### config.mk
export PLATFORM = sky130hd
export DESIGN_NAME = rf_write_arbiter_flat
export DESIGN_NICKNAME = d
export VERILOG_FILES = /design/src/rtl/rf_pkg.sv /design/src/rtl/rf_write_arbiter_if.sv /design/src/rtl/rf_wr_fifo.sv /design/src/rtl/rf_write_arbiter.sv /design/src/flat_wrapper.sv
export SDC_FILE = /design/constraint.sdc
export NUM_CORES = 1
export LEC_CHECK = 0
export CORE_MARGIN = 2
export CORE_UTILIZATION = 35
export DETAILED_ROUTE_END_ITERATION = 10
export SKIP_LAST_GASP = 1
export SYNTH_ARGS = -nofsm -noshare
export SYNTH_HDL_FRONTEND = slang
export SYNTH_SLANG_ARGS = --single-unit
### constraint.sdc
create_clock -name clk -period 3.1 [get_ports clk]
set_input_delay 0.465 -clock clk [delete_from_list [all_inputs] [get_ports clk]]
set_output_delay 0.465 -clock clk [all_outputs]
set_load 0.03 [all_outputs]
### src/rtl/rf_pkg.sv
`default_nettype none
// ============================================================================
// Module      : rf_pkg
// Description : Shared types and constants for the register-file write-port
//               arbiter (request record, grant encoding, widths).
// Revision    : 1.0 - initial release
// ============================================================================
package rf_pkg;

  localparam int ADDR_W = 5;
  localparam int DATA_W = 32;
  localparam int NREGS  = 2 ** ADDR_W;

  localparam logic [ADDR_W-1:0] REG_ZERO = '0;

  typedef struct packed {
    logic [ADDR_W-1:0] addr;
    logic [DATA_W-1:0] data;
  } wr_req_t;

  typedef enum logic [1:0] {
    GNT_NONE = 2'd0,
    GNT_ALU  = 2'd1,
    GNT_MEM  = 2'd2
  } grant_t;

endpackage
`default_nettype wire

### src/rtl/rf_write_arbiter_if.sv
`default_nettype none
// ============================================================================
// Module      : rf_write_arbiter_if
// Description : Bundle of the two writeback request channels, the register
//               file write port and the decode hazard query.
// Revision    : 1.0 - initial release
// ============================================================================
interface rf_write_arbiter_if;
  import rf_pkg::*;

  logic              alu_valid;
  logic              alu_ready;
  logic [ADDR_W-1:0] alu_addr;
  logic [DATA_W-1:0] alu_data;
  logic              mem_valid;
  logic              mem_ready;
  logic [ADDR_W-1:0] mem_addr;
  logic [DATA_W-1:0] mem_data;
  logic              rf_regWrite;
  logic [ADDR_W-1:0] rf_writeReg;
  logic [DATA_W-1:0] rf_writeData;
  logic [ADDR_W-1:0] chk_reg1;
  logic [ADDR_W-1:0] chk_reg2;
  logic              chk_hazard;
  logic [NREGS-1:0]  pending_mask;

  // Requester / decode side
  modport master (
    output alu_valid, alu_addr, alu_data,
    output mem_valid, mem_addr, mem_data,
    output chk_reg1, chk_reg2,
    input  alu_ready, mem_ready,
    input  rf_regWrite, rf_writeReg, rf_writeData,
    input  chk_hazard, pending_mask
  );

  // Arbiter side
  modport slave (
    input  alu_valid, alu_addr, alu_data,
    input  mem_valid, mem_addr, mem_data,
    input  chk_reg1, chk_reg2,
    output alu_ready, mem_ready,
    output rf_regWrite, rf_writeReg, rf_writeData,
    output chk_hazard, pending_mask
  );

endinterface
`default_nettype wire

### src/rtl/rf_wr_fifo.sv
`default_nettype none
// ============================================================================
// Module      : rf_wr_fifo
// Description : Small write-request FIFO. Per-slot valid bits give full/empty
//               directly and expose every queued destination for hazard
//               tracking.
// Revision    : 1.0 - initial release
// ============================================================================
module rf_wr_fifo
  import rf_pkg::*;
#(
  parameter int FIFO_DEPTH = 2
) (
  input  logic                                 clk,
  input  logic                                 reset,
  input  logic                                 push,
  input  wr_req_t                              push_req,
  input  logic                                 pop,
  output wr_req_t                              head,
  output logic                                 full,
  output logic                                 empty,
  output logic [FIFO_DEPTH-1:0]                ent_valid,
  output logic [FIFO_DEPTH-1:0][ADDR_W-1:0]    ent_addr
);

  localparam int              PTR_W = (FIFO_DEPTH > 1) ? $clog2(FIFO_DEPTH) : 1;
  localparam logic [PTR_W-1:0] LAST = PTR_W'(FIFO_DEPTH - 1);

  wr_req_t               r_mem [FIFO_DEPTH];
  logic [FIFO_DEPTH-1:0] r_vld;
  logic [PTR_W-1:0]      r_wr_ptr;
  logic [PTR_W-1:0]      r_rd_ptr;

  function automatic logic [PTR_W-1:0] ptr_inc(input logic [PTR_W-1:0] p);
    return (p == LAST) ? '0 : p + 1'b1;
  endfunction

  // Payload storage; contents are don't-care while the slot is not valid
  always_ff @(posedge clk) begin
    if (push) r_mem[r_wr_ptr] <= push_req;
  end

  // Slot valid bits and pointers. Push is only qualified when not full and
  // pop only when not empty, so both never touch the same slot in one cycle.
  always_ff @(posedge clk or posedge reset) begin
    if (reset) begin
      r_vld    <= '0;
      r_wr_ptr <= '0;
      r_rd_ptr <= '0;
    end else begin
      if (push) begin
        r_vld[r_wr_ptr] <= 1'b1;
        r_wr_ptr        <= ptr_inc(r_wr_ptr);
      end
      if (pop) begin
        r_vld[r_rd_ptr] <= 1'b0;
        r_rd_ptr        <= ptr_inc(r_rd_ptr);
      end
    end
  end

  assign head      = r_mem[r_rd_ptr];
  assign full      = &r_vld;
  assign empty     = ~|r_vld;
  assign ent_valid = r_vld;

  generate
    for (genvar i = 0; i < FIFO_DEPTH; i++) begin : g_view
      assign ent_addr[i] = r_mem[i].addr;
    end
  endgenerate

endmodule
`default_nettype wire

### src/rtl/rf_write_arbiter.sv
`default_nettype none
// ============================================================================
// Module      : rf_write_arbiter
// Description : Shares the register file write port between the ALU and the
//               load writeback paths. Memory wins by default; the ALU wins
//               after STARVE_LIMIT consecutive losses. Publishes a mask of
//               registers with writes still outstanding.
// Revision    : 1.0 - initial release
// ============================================================================
module rf_write_arbiter
  import rf_pkg::*;
#(
  parameter int FIFO_DEPTH   = 2,
  parameter int STARVE_LIMIT = 3
) (
  input  logic              clk,
  input  logic              reset,
  rf_write_arbiter_if.slave bus
);

  localparam int             SC_W     = $clog2(STARVE_LIMIT + 1);
  localparam logic [SC_W-1:0] SC_LIMIT = SC_W'(STARVE_LIMIT);

  wr_req_t                          w_alu_req, w_mem_req;
  wr_req_t                          w_alu_head, w_mem_head, w_sel;
  logic                             w_alu_full, w_alu_empty, w_mem_full, w_mem_empty;
  logic                             w_alu_push, w_mem_push, w_alu_pop, w_mem_pop;
  logic [FIFO_DEPTH-1:0]            w_alu_ev, w_mem_ev;
  logic [FIFO_DEPTH-1:0][ADDR_W-1:0] w_alu_ea, w_mem_ea;
  grant_t                           w_gnt;
  logic [SC_W-1:0]                  r_starve, w_starve_nxt;
  logic                             r_we;
  logic [ADDR_W-1:0]                r_reg;
  logic [DATA_W-1:0]                r_data;
  logic [NREGS-1:0]                 w_mask;

  // Ready reflects stored occupancy only; a same-cycle pop never frees a slot early
  assign bus.alu_ready = !w_alu_full && !reset;
  assign bus.mem_ready = !w_mem_full && !reset;
  assign w_alu_push    = bus.alu_valid && bus.alu_ready;
  assign w_mem_push    = bus.mem_valid && bus.mem_ready;
  assign w_alu_req     = '{addr: bus.alu_addr, data: bus.alu_data};
  assign w_mem_req     = '{addr: bus.mem_addr, data: bus.mem_data};

  rf_wr_fifo #(.FIFO_DEPTH(FIFO_DEPTH)) u_alu_fifo (
    .clk(clk), .reset(reset), .push(w_alu_push), .push_req(w_alu_req),
    .pop(w_alu_pop), .head(w_alu_head), .full(w_alu_full), .empty(w_alu_empty),
    .ent_valid(w_alu_ev), .ent_addr(w_alu_ea)
  );

  rf_wr_fifo #(.FIFO_DEPTH(FIFO_DEPTH)) u_mem_fifo (
    .clk(clk), .reset(reset), .push(w_mem_push), .push_req(w_mem_req),
    .pop(w_mem_pop), .head(w_mem_head), .full(w_mem_full), .empty(w_mem_empty),
    .ent_valid(w_mem_ev), .ent_addr(w_mem_ea)
  );

  // Fixed priority (mem first) with a saturating starvation counter for the ALU
  always_comb begin
    w_gnt        = GNT_NONE;
    w_starve_nxt = r_starve;
    if (!w_alu_empty && !w_mem_empty)
      w_gnt = (r_starve == SC_LIMIT) ? GNT_ALU : GNT_MEM;
    else if (!w_alu_empty)
      w_gnt = GNT_ALU;
    else if (!w_mem_empty)
      w_gnt = GNT_MEM;

    if (w_alu_empty || w_gnt == GNT_ALU)
      w_starve_nxt = '0;
    else if (r_starve != SC_LIMIT)
      w_starve_nxt = r_starve + 1'b1;
  end

  assign w_alu_pop = (w_gnt == GNT_ALU);
  assign w_mem_pop = (w_gnt == GNT_MEM);
  assign w_sel     = w_alu_pop ? w_alu_head : w_mem_head;

  // Registered write port; address and data hold while nothing is granted
  always_ff @(posedge clk or posedge reset) begin
    if (reset) begin
      r_starve <= '0;
      r_we     <= 1'b0;
      r_reg    <= '0;
      r_data   <= '0;
    end else begin
      r_starve <= w_starve_nxt;
      if (w_gnt == GNT_NONE) begin
        r_we <= 1'b0;
      end else begin
        r_we   <= (w_sel.addr != REG_ZERO);
        r_reg  <= w_sel.addr;
        r_data <= w_sel.data;
      end
    end
  end

  assign bus.rf_regWrite  = r_we;
  assign bus.rf_writeReg  = r_reg;
  assign bus.rf_writeData = r_data;

  // Destinations of every queued entry plus the write that has not yet landed
  always_comb begin
    w_mask = '0;
    for (int i = 0; i < FIFO_DEPTH; i++) begin
      if (w_alu_ev[i]) w_mask[w_alu_ea[i]] = 1'b1;
      if (w_mem_ev[i]) w_mask[w_mem_ea[i]] = 1'b1;
    end
    if (r_we) w_mask[r_reg] = 1'b1;
    w_mask[REG_ZERO] = 1'b0;
  end

  assign bus.pending_mask = w_mask;
  assign bus.chk_hazard   = w_mask[bus.chk_reg1] | w_mask[bus.chk_reg2];

endmodule
`default_nettype wire

### src/flat_wrapper.sv
// flat-port wrapper written by rule: the top's interface ports become plain ports
module rf_write_arbiter_flat import rf_pkg::*;
#(
  parameter int FIFO_DEPTH   = 2,
  parameter int STARVE_LIMIT = 3
)
  (clk, reset, bus_alu_valid, bus_alu_addr, bus_alu_data, bus_mem_valid, bus_mem_addr, bus_mem_data, bus_chk_reg1, bus_chk_reg2, bus_alu_ready, bus_mem_ready, bus_rf_regWrite, bus_rf_writeReg, bus_rf_writeData, bus_chk_hazard, bus_pending_mask);
  rf_write_arbiter_if bus_i ();
  input  logic clk;
  input  logic reset;
  input wire logic [$bits(bus_i.alu_valid)-1:0] bus_alu_valid;
  input wire logic [$bits(bus_i.alu_addr)-1:0] bus_alu_addr;
  input wire logic [$bits(bus_i.alu_data)-1:0] bus_alu_data;
  input wire logic [$bits(bus_i.mem_valid)-1:0] bus_mem_valid;
  input wire logic [$bits(bus_i.mem_addr)-1:0] bus_mem_addr;
  input wire logic [$bits(bus_i.mem_data)-1:0] bus_mem_data;
  input wire logic [$bits(bus_i.chk_reg1)-1:0] bus_chk_reg1;
  input wire logic [$bits(bus_i.chk_reg2)-1:0] bus_chk_reg2;
  output wire logic [$bits(bus_i.alu_ready)-1:0] bus_alu_ready;
  output wire logic [$bits(bus_i.mem_ready)-1:0] bus_mem_ready;
  output wire logic [$bits(bus_i.rf_regWrite)-1:0] bus_rf_regWrite;
  output wire logic [$bits(bus_i.rf_writeReg)-1:0] bus_rf_writeReg;
  output wire logic [$bits(bus_i.rf_writeData)-1:0] bus_rf_writeData;
  output wire logic [$bits(bus_i.chk_hazard)-1:0] bus_chk_hazard;
  output wire logic [$bits(bus_i.pending_mask)-1:0] bus_pending_mask;
  assign bus_i.alu_valid = bus_alu_valid;
  assign bus_i.alu_addr = bus_alu_addr;
  assign bus_i.alu_data = bus_alu_data;
  assign bus_i.mem_valid = bus_mem_valid;
  assign bus_i.mem_addr = bus_mem_addr;
  assign bus_i.mem_data = bus_mem_data;
  assign bus_i.chk_reg1 = bus_chk_reg1;
  assign bus_i.chk_reg2 = bus_chk_reg2;
  assign bus_alu_ready = bus_i.alu_ready;
  assign bus_mem_ready = bus_i.mem_ready;
  assign bus_rf_regWrite = bus_i.rf_regWrite;
  assign bus_rf_writeReg = bus_i.rf_writeReg;
  assign bus_rf_writeData = bus_i.rf_writeData;
  assign bus_chk_hazard = bus_i.chk_hazard;
  assign bus_pending_mask = bus_i.pending_mask;
  rf_write_arbiter #(.FIFO_DEPTH(FIFO_DEPTH), .STARVE_LIMIT(STARVE_LIMIT)) u_core (.clk(clk), .reset(reset), .bus(bus_i));
endmodule
Yosys cells after proc, flatten, opt, wreduce, memory -nomap -nowiden
Memory sizes are Yosys's and may differ from the RTL's.
Cells that the tools add are included.
{ "word_totals": {"ram_bits": 148, "in_bits": 88, "mem_bits_ro": 0, "elab_cells": 125, "memories": 2, "output_inout_bits": 73, "regBits": 48, "latch_bits": 0} }
{ "mem_list": {"columns": ["name", "words", "word_bits", "read_ports", "rd_ports_with_merged_regs", "write_ports", "line", "text"], "rows": [
  ["u_core.u_alu_fifo.r_mem", 2, 37, 3, 0, 1, "rf_wr_fifo.sv:29", "wr_req_t r_mem [FIFO_DEPTH];"],
  ["u_core.u_mem_fifo.r_mem", 2, 37, 3, 0, 1, "rf_wr_fifo.sv:29", null]
]} }
{ "classes": {"reduce_logical": 26, "add_sub_neg": 5, "order_cmp": 20, "n_bitwise": 11, "muxes": 47, "multipliers": 0, "div": 0, "n_eq_ne": 4, "shifts": 0} }
{ "ops": {"columns": ["operator", "n"], "rows": [
  ["$mux W32", 5],
  ["$or A32 B32 Y32", 4],
  ["$lt A5 B6 Y1 const B", 7],
  ["$mux W37", 1],
  ["$demux W1 S5", 5],
  ["$ge A5 B1 Y1 const B", 5],
  ["$mux W1", 20],
  ["$mux W2", 10],
  ["$logic_and A1 B1 Y1", 14],
  ["$bmux W1 S5", 2],
  ["$lt A1 B2 Y1 const B", 4],
  ["$reduce_bool A5 Y1", 1],
  ["$add A1 B1 Y1 const B", 4],
  ["$and A2 B2 Y2", 2],
  ["$demux W1 S1", 4],
  ["$eq A2 B2 Y1 const B", 2],
  ["$ge A1 B1 Y1 const B", 4],
  ["$logic_not A1 Y1", 4],
  ["$not A2 Y2", 2],
  ["$or A2 B2 Y2", 2],
  ["$reduce_and A2 Y1", 2],
  ["$reduce_or A2 Y1", 2],
  ["$add A2 B1 Y2 const B", 1],
  ["$eq A2 B1 Y1 const B", 1],
  ["5 further kinds", 5]
]} }

Longest topological paths before layout
Gate-level depths: netlist (run 1).
An unclocked memory read counts as a cell.
{ "logic_depth": {"word_depth": 17, "ltp_mapped": 9, "mapped_depth_nobuf": 8} }

By module
A second synthesis (run 1) with hierarchy kept.
{ "unflattened": {"hier_cells": 789, "area_unflattened_um2": 9929.5} }
{ "by_module_without_submodules": {"columns": ["mod", "area_each_um2", "seq_area_each_um2", "cells_each", "n_inst"], "rows": [
  ["rf_wr_fifo", 2924.1, 2322.2, 139, 2],
  ["rf_write_arbiter", 4081.4, 1001.0, 511, 1]
]} }

Least setup slack after synthesis (run 1)
No wires, ideal clock.
{ "synth_path": {"kind": "register to register", "from": "reg u_core.u_alu_fifo.r_vld[0], in the netlist u_core.u_alu_fifo.ent_valid[0]", "to": "mem u_core.u_alu_fifo.r_mem[0][0] in the netlist's numbering (enable)", "slack_ns": -0.235, "path_stages_with_launch": 5, "arrival_ns": 2.902, "synth_period_minus_slack_ns": 3.335, "required_ns": 2.667, "n_path_buf": 1, "setup_time_ns": 0.433, "path_cell_list": "dfrtp_1 buf_2 a21oi_1 nand2_1 nor2_1"} }
{ "synth_between": {"elab_chain_len": 6} }
{ "synth_lines": {"columns": ["item", "line", "text"], "rows": [
  ["from (decl)", "rf_wr_fifo.sv:30", "logic [FIFO_DEPTH-1:0] r_vld;"],
  ["from (signal assigned)", "rf_wr_fifo.sv:47", "r_vld <= '0;"],
  ["from (signal, indexed assignment)", "rf_wr_fifo.sv:52", "r_vld[r_wr_ptr] <= 1'b1;"],
  ["from (signal, indexed assignment)", "rf_wr_fifo.sv:56", "r_vld[r_rd_ptr] <= 1'b0;"],
  ["$reduce_and A2 Y1", "rf_wr_fifo.sv:63", "assign full = &r_vld;"],
  ["$logic_not A1 Y1", "rf_write_arbiter.sv:38", "assign bus.alu_ready = !w_alu_full && !reset;"],
  ["$logic_and A1 B1 Y1", "rf_write_arbiter.sv:38", null],
  ["named net bus_alu_ready", "flat_wrapper.sv:19", "output wire logic [$bits(bus_i.alu_ready)-1:0] bus_alu_ready;"],
  ["$logic_and A1 B1 Y1", "rf_write_arbiter.sv:40", "assign w_alu_push = bus.alu_valid && bus.alu_ready;"],
  ["$mux W1", "rf_wr_fifo.sv:40", "if (push) r_mem[r_wr_ptr] <= push_req;"],
  ["$mux W1 (implied by the code)", "rf_wr_fifo.sv:40", null],
  ["to (decl)", "rf_wr_fifo.sv:29", null]
]} }
The timed path passes the listed nets, and every way through them passes these cells.

==> impl_metrics.env, run 1 <==
export IMPL_critPathRequiredTime_ns=2.63
export IMPL_grt_max_degree=49
export IMPL_port_buffers=159
export IMPL_synth_area_leader_cell="edfxtp_1"
export IMPL_synthArstFlopShare_pct=24.5
export IMPL_antenna_found_initial=3
export IMPL_cts_buffers=17
export IMPL_die_w_microns=169
export IMPL_chipHeight_microns=169
export IMPL_mostFrequentLayoutCell="edfxtp_1"
export IMPL_grt_overflow=0
export IMPL_hold_buffers=0
export IMPL_synth_main_ff_cell="edfxtp_1"
export IMPL_swShare_pct=38.2
export IMPL_tightest_slew_ns=0.942
export IMPL_intPower_mw=6.72
export IMPL_syn_area_sq_um=9540
export IMPL_synth_top_area_share_pct=46.6
export IMPL_vias_per_cell=5.47
export IMPL_vdd_drop_max_uv=532
export IMPL_r2r_end="u_core.bus.rf_regWrite"
export IMPL_clk_latency_ns=0.43
export IMPL_ios=161
export IMPL_r2r_slack_ns=0.96
export IMPL_cts_tree="built"
export IMPL_reg2reg_depth=7
export IMPL_route_detailed_drc=0
export IMPL_hpwl_mm=20.1
export IMPL_placed_cells=1293
export IMPL_ys_seq_area_share_pct=59.2
export IMPL_synth_edf_count=148
export IMPL_grt_pass1_vias=7182
export IMPL_hp_class="flop to flop"
export IMPL_clock_sinks=196
export IMPL_rsz0062_at_grt="yes"
export IMPL_fin_area_sq_um=12600
export IMPL_fin_crit_sh_pct=107
export IMPL_seqPwrFrac_pct=36.6
export IMPL_finalNetCount=1072
export IMPL_final_antenna_net_count=0
export IMPL_drv_slew=0
export IMPL_comb_power_share_pct=42.4
export IMPL_drtPass1Iterations=5
export IMPL_avgSynthCellArea_sq_um=12.0
export IMPL_n_antenna_cell=0
export IMPL_floorplan_initialDensity_pct=35.5
export IMPL_yosys_warnings=0
export IMPL_stdcell_count=1337
export IMPL_finalSetupViolCount=1
export IMPL_pwr_density_cell_nw_per_um2=861
export IMPL_r2r_start="u_core.r_starve[0]"
export IMPL_maxSlewHeadroom_pct=37.0
export IMPL_min_period_ns=3.30
export IMPL_die_area_sq_um=28600
export IMPL_num_vias=7312
export IMPL_status="finished with violations"
export IMPL_clock_power_share_pct=20.9
export IMPL_grtUsageTotal_pct=19.4
export IMPL_violations="setup timing"
export IMPL_core_area_sq_um=26900
export IMPL_leakage_nw=4.65
export IMPL_clk_pin_slew_worst_paths_ns=0.07
export IMPL_htreeDepth=4
export IMPL_hold_viol_final=0
export IMPL_grt_pass1_wl_mm=42.0
export IMPL_synth_ff_latch_count=196
export IMPL_pre_cts_ws_ns=0.0302
export IMPL_place_area_sq_um=11800
export IMPL_cp_end_kind="output port"
export IMPL_finalWeightedCongestion=0.934
export IMPL_area_delta_synth_final_pct=32.3
export IMPL_start_kind="flop"
export IMPL_worst_clock_skew_ns=0.0130
export IMPL_drtIter0Drc=484
export IMPL_num_rows=60
export IMPL_cp_max_fo=9
export IMPL_syn_nets=886
export IMPL_whs_endpoint="u_core.r_starve[0]"
export IMPL_worstHoldStart="u_core.r_starve[0]"
export IMPL_ys_types=60
export IMPL_setup_ws_ns=-0.204
export IMPL_mostFrequentLayoutCells="edfxtp_1, clkdlybuf4s50_1, nor2_1, nand2_1, buf_4"
export IMPL_yosys_top_cells_area="edfxtp_1, dfrtp_1, mux2_2"
export IMPL_cap_violations=0
export IMPL_syn_inst=797
export IMPL_root_buffer="clkbuf_16"
export IMPL_max_freq_mhz=303
export IMPL_critPathKind="flop to output port"
export IMPL_wl_mm=27.9
export IMPL_p_sw_mw=4.14
export IMPL_critPathArrivalTime_ns=2.84
export IMPL_hold_depth=1
export IMPL_wire_per_inst_microns=20.8
export IMPL_drive_above_1_share_pct=19.7
export IMPL_cts_max_path_buffers=2
## through the flow
step	TNS (ns)	power, mW	util, %	hold WS, ns
global route	-0.393	11.5	47.0	0.487
finish	-0.204	10.9	47.0	0.457
floorplan	0	6.73	-	0.419
CTS	-0.175	10.9	46.7	0.463
detailed placement	0	8.57	43.8	0.439
global placement	0	8.54	43.8	0.434
## how the worst max path moves through the flow
| stage | depth (start not counted) | startpoint | end | slack [ns] |
|---|---|---|---|---|
| after floorplan | 9 | u_core.bus.rf_writeReg[2] | bus_chk_hazard | 0.11 |
| after global placement | 8 | u_core.u_mem_fifo.r_mem[1][34] | bus_chk_hazard | 0.05 |
| after detailed placement | 8 | u_core.u_mem_fifo.r_mem[1][34] | bus_chk_hazard | 0.03 |
| after CTS | 10 | u_core.u_mem_fifo.r_mem[1][35] | bus_chk_hazard | -0.18 |
| after global routing | 11 | u_core.u_alu_fifo.r_mem[1][35] | bus_chk_hazard | -0.36 |
| final | 9 | u_core.u_alu_fifo.r_mem[0][32] | bus_chk_hazard | -0.20 |
## worst max-delay path: stages, from the launching register on
cell and delay [ns]:
edfxtp_1 0.50, or2b_1 0.41, o22ai_1 0.17, or3_1 0.45, mux2_2 0.29, nand2_1 0.07
a311oi_1 0.07, a31oi_1 0.15, nand4_1 0.13, buf_6 0.17
## state kept, by name, indices dropped and copies added (netlist names)
register / count
u_core.u_mem_fifo.ent_valid: 2
u_core.u_alu_fifo.ent_valid: 2
u_core.u_alu_fifo.r_wr_ptr: 1
u_core.bus.rf_writeReg: 5
u_core.bus.rf_regWrite: 1
u_core.u_alu_fifo.r_mem: 74
u_core.r_starve: 2
u_core.u_alu_fifo.r_rd_ptr: 1
u_core.u_mem_fifo.r_mem: 74
u_core.u_mem_fifo.r_wr_ptr: 1
u_core.bus.rf_writeData: 32
u_core.u_mem_fifo.r_rd_ptr: 1
## layer usage
layer,GRT usage (%),vias to the layer above,share of wire [%]
met3,4.65,63,6.1
met2,33.1,256,49
met5,0,-,0.15
met1,23.9,3552,42
li1,-,3435,-
met4,7.13,6,3.2
## what timing repair did
item / in CTS / in global routing
pin swaps: 7 / 2
setup buffers: 10 / 2
resized for setup: 32 / 18
gates cloned: 0 / 0
setup endpoints to repair: 6 / 10
## cell families (layout without fill, tap and decap cells)
group / after synthesis / in the layout / synth area share (%)
AO/OA/AOI/OAI: 192 / 192 / 12.5
adder cells (fa/ha/maj): 1 / 1 / 0.131
multiplexers: 89 / 89 / 10.0
buffers and inverters: 67 / 266 / 3.25
AND/OR/NAND/NOR: 247 / 247 / 14.6
flip-flops: 196 / 196 / 59.2
other: 1 / 1 / 0.0393
XOR/XNOR: 4 / 4 / 0.367
## cell type report
type                       instances  area [sq um]
fill                            2450         14300
sequential                       196          5660
multi-input combinational        534          3740
timing repair buffer             219          2130
clock buffer                      20           447
tap                              341           427
clock inverter                    12           168
inverter                          15          56.3
## power by group through the flow
stage                     clock, mW  combinational [mW]  sequential (mW)
after floorplan                   0                2.50             4.23
after global placement            0                4.55             3.99
after detailed placement          0                4.56             4.00
after CTS                      2.32                4.65             3.97
after global routing           2.43                4.97             4.05
final                          2.28                4.61             3.98
## synthesized netlist by cell type (4+ instances only)
| cell type | count |
|---|---|
| dfrtp_1 | 48 |
| nand2b_1 | 7 |
| nor4_1 | 5 |
| and2_1 | 4 |
| nor3_1 | 14 |
| or2_2 | 5 |
| a2bb2oi_1 | 4 |
| inv_1 | 15 |
| clkbuf_2 | 7 |
| nor4b_1 | 7 |
| a31oi_1 | 5 |
| nand2_1 | 57 |
| nand4_1 | 6 |
| a211oi_1 | 4 |
| and2b_1 | 4 |
| o2111ai_1 | 6 |
| buf_2 | 10 |
| a22oi_1 | 17 |
| nand4b_1 | 15 |
| nor2_1 | 61 |
| nor2b_1 | 10 |
| o21ai_0 | 49 |
| mux2i_1 | 45 |
| buf_1 | 9 |
| nand3_1 | 18 |
| o22ai_1 | 52 |
| mux2_2 | 43 |
| clkbuf_1 | 19 |
| or2b_1 | 5 |
| and4bb_2 | 8 |
| xnor2_1 | 4 |
| edfxtp_1 | 148 |
| a21oi_1 | 38 |
No activity file was read; power rests on OpenSTA's default activity.
==> inputs of run 2 (changes only) <==
HOLD_SLACK_MARGIN = 0.03   (was unset)
SLEW_MARGIN = 20   (was unset)
==> results of run 2 <==
No change in the layout: final DEF, timing and power equal those of run 1.
